[src/rtl/shiftreg_sequencer.sv]
// shiftreg_sequencer: sequences one load / WIDTH-shift / capture transfer of the parallel-load shift register
module shiftreg_sequencer #(
    parameter int WIDTH = 8,
    parameter int DIV   = 4
) (
    input  logic             clk,
    input  logic             rst_n,
    input  logic             start,
    input  logic             abort,
    input  logic [WIDTH-1:0] tx_data,
    input  logic [WIDTH-1:0] sr_pout,
    output logic             sr_load,
    output logic [WIDTH-1:0] sr_pdata,
    output logic             sr_shift,
    output logic             busy,
    output logic             done,
    output logic [WIDTH-1:0] rx_data
);
    localparam int DW = $clog2(DIV) + 1;
    localparam int BW = $clog2(WIDTH) + 1;

    typedef enum logic [1:0] {IDLE, LOAD, SHIFT, FINISH} state_t;

    state_t        state, state_d;
    logic [DW-1:0] div_cnt, div_d;
    logic [BW-1:0] bit_cnt, bit_d;
    logic          tick;

    assign busy = state != IDLE;

    // abort suppresses strobes combinationally and sends every busy state home
    always_comb begin
        tick     = state == SHIFT && div_cnt == DW'(DIV - 1);
        state_d  = state;
        div_d    = '0;
        bit_d    = '0;
        sr_load  = 1'b0;
        sr_shift = 1'b0;
        if (state == IDLE)
            state_d = start ? LOAD : IDLE;
        else if (abort)
            state_d = IDLE;
        else
            case (state)
                LOAD: begin
                    sr_load = 1'b1;
                    state_d = SHIFT;
                end
                SHIFT: begin
                    sr_shift = tick;
                    div_d    = tick ? '0 : div_cnt + DW'(1);
                    bit_d    = bit_cnt + BW'(tick);
                    state_d  = (tick && bit_cnt == BW'(WIDTH - 1)) ? FINISH : SHIFT;
                end
                default: state_d = IDLE;
            endcase
    end

    always_ff @(posedge clk) begin
        if (!rst_n) begin
            state    <= IDLE;
            div_cnt  <= '0;
            bit_cnt  <= '0;
            sr_pdata <= '0;
            rx_data  <= '0;
            done     <= 1'b0;
        end else begin
            state   <= state_d;
            div_cnt <= div_d;
            bit_cnt <= bit_d;
            done    <= state == FINISH && !abort;
            if (state == IDLE && start)
                sr_pdata <= tx_data;
            if (state == FINISH && !abort)
                rx_data <= sr_pout;
        end
    end
endmodule

[config.mk]
export PLATFORM = sky130hd
export DESIGN_NAME = shiftreg_sequencer
export DESIGN_NICKNAME = d
export VERILOG_FILES = /design/src/rtl/shiftreg_sequencer.sv
export SDC_FILE = /design/constraint.sdc
export NUM_CORES = 1
export LEC_CHECK = 0
export CORE_ASPECT_RATIO = 0.8
export CORE_MARGIN = 3
export CORE_UTILIZATION = 40
export DETAILED_ROUTE_END_ITERATION = 7
export PLACE_DENSITY = 0.73
export SKIP_CTS_REPAIR_TIMING = 1
export SLEW_MARGIN = 20
export SYNTH_ARGS = -nofsm -noshare
export SYNTH_HDL_FRONTEND = slang
export SYNTH_SLANG_ARGS = --single-unit
[constraint.sdc]
create_clock -name clk -period 2.13 [get_ports clk]
set_input_delay 0.639 -clock clk [delete_from_list [all_inputs] [get_ports clk]]
set_output_delay 0.639 -clock clk [all_outputs]
set_load 0.01 [all_outputs]
# Yosys cells after proc, flatten, opt, wreduce, memory -nomap -nowiden
# Cells that the tools add are included.
# totals
inputBits	20
out_inout_bits	20
wordCells	35
register_bits	26
# classes
n_mux	11
bitwise	2
n_addsub	2
reduce_logical	9
eq_ne	5
# ops
op	count
1-bit 2-to-1 mux	8
5-bit OR reduction	1
4-bit by 1-bit adder with 4-bit output	1
2-bit equality test, second input constant	2
4-bit by 3-bit equality test with 1-bit output, second input constant	1
1-bit logical AND	4
2-bit 2-to-1 mux	2
2-bit one-hot mux with 2 select lines	1
4-bit OR reduction	1
3-bit by 1-bit adder with 3-bit output, second input constant	1
3-bit by 2-bit equality test with 1-bit output, second input constant	1
2-bit by 1-bit equality test with 1-bit output, second input constant	1
2-bit zero test	1
1-bit inverter	2
2-bit nonzero test	1
1-bit zero test	1

# Logic depth before layout (Yosys ltp)
# Gate-level depths: netlist (run 1).
# logic_depth
word_depth	7
depth_mapped	7
ltp_nobuf	7

# Worst setup path after synthesis (run 1)
# No wires, ideal clock.
# synth_timing
path_type	input -> output
start	input abort
end	output sr_shift
required_ns	1.491
t_arrival_ns	0.986
path_stages	2
path_slack_ns	0.505
path_buffers	0
cell_sequence	nor2_4 > and3_1
# synth_between
elab_chain_cells	2
# synth_lines
item	line_no	text
from (decl)	9	input logic abort,
1-bit 2-to-1 mux	41	else if (abort)
1-bit 2-to-1 mux	39	if (state == IDLE)
to (decl)	14	output logic sr_shift,
# No other way between the ends.

# Worst setup path after layout (run 1)
# layout_timing
start	register state[1]
end	output busy
# layout_between
elab_chain_cells	1
# layout_lines
item	line_no	text
from (decl)	24	state_t state, state_d;
from (signal assigned)	68	state <= state_d;
2-bit nonzero test	29	assign busy = state != IDLE;
to (decl)	15	output logic busy,
# No other way between the ends.

==> results of run 1 <==
[layout by cell type, fill, tap and decap left out, drive strengths merged]
| master | Yosys | final |
|---|---|---|
| nand3 | 10 | 10 |
| dfxtp | 26 | 26 |
| clkdlybuf4s50 | 0 | 35 |
| dlymetal6s2s | 0 | 3 |
| buf | 5 | 8 |
| clkbuf | 1 | 4 |
| and3 | 2 | 2 |
| and2 | 3 | 3 |
| nor2b | 1 | 1 |
| nor2 | 5 | 5 |
| xor2 | 1 | 1 |
| ha | 8 | 8 |
| a21boi | 17 | 17 |
| nand2 | 25 | 25 |
| and4b | 1 | 1 |
| inv | 6 | 6 |
| nor3b | 1 | 1 |
| nand2b | 1 | 1 |
| nand4 | 1 | 1 |
| xnor2 | 1 | 1 |
| nor3 | 2 | 2 |
[cell usage after synthesis]
library cell / n
a21boi_1: 9
a21boi_0: 8
nand3_4: 1
buf_4: 1
nor2b_1: 1
dfxtp_1: 26
nor2_1: 4
clkbuf_1: 1
nor2_4: 1
nand2_1: 24
ha_1: 8
nor3_1: 2
xnor2_1: 1
nand2b_1: 1
and4b_1: 1
and2_1: 3
and3_1: 2
inv_1: 6
buf_6: 1
nand3_1: 9
nand4_1: 1
nor3b_1: 1
nand2_4: 1
buf_2: 3
xor2_1: 1
[worst max-delay path, delay by kind of cell, from the launching register on]
kind	cells	cell delay [ns]
adders and majority gates	1	0.21
buffers and inverters	4	0.47
DFF	1	0.35
[sequential cells by signal (all words and copies together), names as in the netlist]
register,flops
sr_pdata,8
rx_data,8
bit_cnt,4
state,2
done,1
div_cnt,3
[power by group]
| part | internal (mW) | switching [mW] |
|---|---|---|
| clock | 0.0661 | 0.130 |
| sequential | 0.496 | 0.00510 |
| combinational | 0.0661 | 0.0404 |
[per-layer routing]
layer	up-vias	wire, um	global-route usage [%]	share of wire [%]
met5	-	0	0	0
met4	0	7	2.11	0.32
met1	407	940	16.3	44
met2	21	1080	26.2	50
met3	2	128	4.51	5.9
li1	473	-	-	-
[how the worst min path moves through the flow]
| stage | start | to | slack (ns) | cells after the start |
|---|---|---|---|---|
| after floorplan | div_cnt[0] | div_cnt[0] | 0.41 | 1 |
| after global placement | div_cnt[0] | div_cnt[0] | 0.41 | 1 |
| after detailed placement | div_cnt[0] | div_cnt[0] | 0.43 | 1 |
| after CTS | div_cnt[0] | div_cnt[0] | 0.45 | 1 |
| after global routing | div_cnt[0] | div_cnt[0] | 0.46 | 1 |
| final | div_cnt[0] | div_cnt[0] | 0.44 | 1 |
[kinds of logic after synthesis]
kind of cell	count (synthesis)
and+or+nand+nor	52
DFF	26
AOI/OAI and AO/OA	17
buffers and inverters	12
adders and majority gates	8
xor gates and xnor gates	2
[final cells by class]
type	instances	area, um2	share of cell area (%)
sequential	26	522	33.0
multi-input combinational	79	515	32.6
timing repair buffer	47	453	28.7
tap	36	45.0	2.85
clock buffer	3	22.5	1.43
inverter	6	22.5	1.43
==> flow_summary.yaml, run 1 <==
clock_tree:
  ctsLongestPathBuffers: 2
  path_clk_slew_ns: 0.12
  htreeDepth: 1
  cts_tree: "yes"
  cts_buffers: 3
  clockRootBuffer: "clkbuf_4"
  cts.sinks: 26
  worstSkewPairLatency_ns: 0.31
placement:
  io_buffers: 39
  gp_congestion: 0.770
  post-dp-hpwl_um: 1720
  placed_cell_area_um2: 1550
  dpl_worst_slack_ns: -0.418
  placedCellCount: 194
critical_path:
  path_class: "reg2out"
  path_common_cell: "inv_1"
  rrSetupSlack_ns: 0.47
  slowest_stage: "dfxtp_2"
  crit_end: "busy"
  endpoint_kind: "output port"
  crit_path_start: "state[1]"
  timing.rr.start: "div_cnt[0]"
  reg2reg_to: "bit_cnt[2]"
  max_stage_delay_ns: 0.35
  path_max_fanout: 10
  worstPathArrival_ns: 1.34
  path_cells: "inv_1 -> ha_2 -> buf_4 -> inv_1 -> dlymetal6s2s_1"
  worstPathRequired_ns: 1.49
  reg2regPathDepth: 8
  start_kind: "flip-flop"
die:
  rows: 16
  die_area_um2: 3400
  start_util_pct: 43.4
  coreArea_um2: 2520
  fp.dieH_um: 52.8
  die_x_um: 64.5
  ios: 40
sta:
  setup_tns_ns: 0
  finalClockSkew_ns: 0.00146
  setup_viol_count_final: 0
  worstMarginPinSlew_ns: 0.367
  drv_slew: 0
  period_share_pct: 92.9
  hold_viol_final: 0
  setup_ws_ns: 0.152
  hold_slack_ns: 0.440
  timing.slew.headroom_pct: 75.4
  max_freq_mhz: 505
  rsz0062_at_grt: "false"
  fin_crit_ns: 1.98
detailed_routing:
  postRouteWirelength_um: 2160
  drt_iter0_drc: 38
  wire_per_inst_um: 10.9
  vias: 903
  vias_per_cell: 4.58
  drc: 0
  first_pass_iters: 4
  antenna_left: 0
cells_and_area:
  final_area_um2: 1580
  finish.net_count: 191
  drive_gt1_share_pct: 10.6
  fin_util_pct: 62.6
  fillers: 234
  antenna_cells: 0
  fin_cells: 197
  area_growth_pct: 44.5
synthesis:
  synth_compound_area_share_pct: 11.7
  synth_fa_ha_area_share_pct: 9.15
  synthMuxAreaShare_pct: 0
  seq_area_frac_synth_pct: 47.6
  syn_nets: 145
  synth.area.top_cells: "dfxtp_1 (48%), ha_1 (9.2%), nand2_1 (8.2%)"
  synth_top_family_by_area: "simple AND/OR/NAND/NOR gates"
  yosys.area_share.simple_pct: 24.5
  yosysTopAreaCellShare_pct: 47.6
  synth_cell_types: 25
  ys_warn_count: 0
  syn_area_um2: 1090
  synthXorXnorAreaFrac_pct: 1.60
  yosys.area.top_type: "dfxtp_1"
  yosys_register_bits: 26
  synthCells: 117
  syn_avg_cell_area_um2: 9.35
pwr:
  power_uw: 804
  vdd_drop_max_mv: 0.421
  leakage_nw: 0.650
  power_density_nw_per_um2: 509
global_route:
  grt_pass1_vias: 885
  grt_max_degree: 14
  grt_antenna_before_repair: 0
  grt_usage_pct: 14.1
  grt_overflow: 0
  grt_pass1_wl_um: 3790
worst_hold_path:
  hp-class: "reg2reg"
outcome:
  status: "complete, no violations"
flow_run:
  cap_violations: 0
Note: power is estimated with default switching activity, not from simulation.
==> run 2, diff against run 1 <==
- ABC_AREA: default -> 1
- PLACE_DENSITY: 0.73 -> 0.74
- SKIP_CTS_REPAIR_TIMING: 1 -> default
==> flow_summary.yaml, run 2 <==
pwr:
  leakage_nw: 0.620
  vdd_drop_max_mv: 0.457
  power_density_nw_per_um2: 568
  power_uw: 864
flow_run:
  cap_violations: 0
worst_hold_path:
  hp-class: "reg2reg"
clock_tree:
  clockRootBuffer: "clkbuf_4"
  cts_tree: "yes"
  worstSkewPairLatency_ns: 0.31
  cts.sinks: 26
  ctsLongestPathBuffers: 2
  path_clk_slew_ns: 0.13
  cts_buffers: 3
  htreeDepth: 1
  postCtsHoldBufs: 0
critical_path:
  worstPathArrival_ns: 1.43
  path_class: "in2out"
  start_kind: "input pin"
  endpoint_kind: "output port"
  worstPathRequired_ns: 1.49
  path_max_fanout: 3
cells_and_area:
  drive_gt1_share_pct: 14.2
  fillers: 211
  reg.largest.list: "rx_data (8), sr_pdata (8), bit_cnt (4)"
  multi_input_area_um2: 452
  antenna_cells: 0
  fin_cells: 203
  fin_util_pct: 65.9
  layout_commonest_cell: "nor2_1"
  finish.net_count: 198
  final_cell_mix: "nor2_1 (38), clkdlybuf4s50_1 (36), dfxtp_1 (24), o21ai_0 (14)"
  area_growth_pct: 46.9
  final_area_um2: 1520
  ff_latch_area_um2: 523
die:
  fp.dieH_um: 51.5
  die_area_um2: 3240
  rows: 15
  die_x_um: 62.9
  start_util_pct: 44.8
  coreArea_um2: 2310
  ios: 40
sta:
  hold_viol_final: 0
  hold_slack_ns: 0.437
  worstMarginPinSlew_ns: 0.344
  fin_crit_ns: 2.07
  timing.slew.headroom_pct: 77.0
  finalClockSkew_ns: 0.00519
  period_share_pct: 97.0
  setup_tns_ns: 0
  drv_slew: 0
  setup_viol_count_final: 0
  setup_ws_ns: 0.0629
  max_freq_mhz: 484
  rsz0062_at_grt: "false"
synthesis:
  ys.flop_type: "dfxtp_1"
  yosysTopAreaCellShare_pct: 50.3
  synth-edff-count: 0
  synthMuxAreaShare_pct: 0
  yosys_register_bits: 26
  syn_area_um2: 1030
  yosys.area.top_type: "dfxtp_1"
  synth_fa_ha_area_share_pct: 9.67
  synth_top_family_by_area: "simple AND/OR/NAND/NOR gates"
  synthXorXnorAreaFrac_pct: 0.846
  ys_warn_count: 0
  synth.area.top_cells: "dfxtp_1 (50%), nor2_1 (14%), ha_1 (9.7%)"
  synth.most_common_cell: "nor2_1"
  synth_compound_area_share_pct: 9.07
  synthArstFlopShare_pct: 0
  seq_area_frac_synth_pct: 50.3
  yosys.area_share.simple_pct: 24.1
  yosys-top-cells-count: "nor2_1 (38), dfxtp_1 (26), o21ai_0 (14), inv_1 (9), ha_1 (8)"
  synthCells: 123
  syn_nets: 151
  synth_cell_types: 23
  syn_avg_cell_area_um2: 8.41
placement:
  dpl_worst_slack_ns: -0.375
  placed_cell_area_um2: 1490
  io_buffers: 39
  post-dp-hpwl_um: 1720
  gp_congestion: 0.662
  placedCellCount: 199
detailed_routing:
  first_pass_iters: 4
  drt_iter0_drc: 25
  antenna_left: 0
  postRouteWirelength_um: 2110
  vias_per_cell: 4.40
  vias: 894
  wire_per_inst_um: 10.4
  drc: 0
global_route:
  grt_pass1_wl_um: 3570
  grt_antenna_before_repair: 0
  grt_pass1_vias: 846
  grt_max_degree: 15
  grt_overflow: 0
  grt_usage_pct: 14.0
outcome:
  status: "complete, no violations"
[run 2: changes by cell type in the layout (fill, tap and decap cells not counted), sizes merged, moves of 2 or more]
| cell | before | now |
|---|---|---|
| nand2 | 25 | 9 |
| dlymetal6s2s | 3 | 0 |
| nand3 | 10 | 2 |
| a21boi | 17 | 0 |
| and2 | 3 | 0 |
| o21ai | 0 | 16 |
| a21oi | 0 | 2 |
| inv | 6 | 11 |
| nor2 | 5 | 40 |
[run 2: area by class of cell]
type,count,area share [%]
Inverter,12,3.29
Multi-Input combinational cell,83,29.7
Tap cell,34,2.80
Sequential cell,26,34.4
Clock buffer,4,2.39
Timing Repair Buffer,44,27.4
[run 2: final timing paths]
path                end  depth (start not counted)        from  slack (ns)
max reg2reg  bit_cnt[2]                          8  div_cnt[0]        0.56
min reg2reg  div_cnt[0]                          1  div_cnt[0]        0.44
min          div_cnt[0]                          1  div_cnt[0]        0.44
max            sr_shift                          5       abort        0.06
[run 2: repair_timing]
action,in CTS,in global routing
buffers inserted,0,0
setup endpoints to repair,3,0
resized for setup,12,0
[run 2: kinds of logic (layout without fill, tap and decap cells)]
family	after synthesis	after routing
AOI/OAI and AO/OA	18	18
xor gates and xnor gates	1	1
adders and majority gates	8	8
buffers and inverters	14	60
DFF	26	26
and+or+nand+nor	56	56
[run 2: critical path, stage by stage]
cell	delay, ns
clkdlybuf4s50_1	0.43
inv_2	0.08
nand2_1	0.06
nor2_2	0.09
buf_2	0.14
[run 2: power by group]
| group | internal [mW] | switching [mW] |
|---|---|---|
| registers | 0.500 | 0.00683 |
| clock network | 0.104 | 0.133 |
| logic | 0.0706 | 0.0489 |
| total | 0.675 | 0.189 |
[run 2: per-layer routing]
layer  GRT usage, %  vias to the layer above  share of wire [%]
met2           24.2                       28                 45
met5              0                        -                  0
met4           3.30                        0               0.47
li1               -                      481                  -
met3           6.48                        2                8.9
met1           15.7                      383                 46
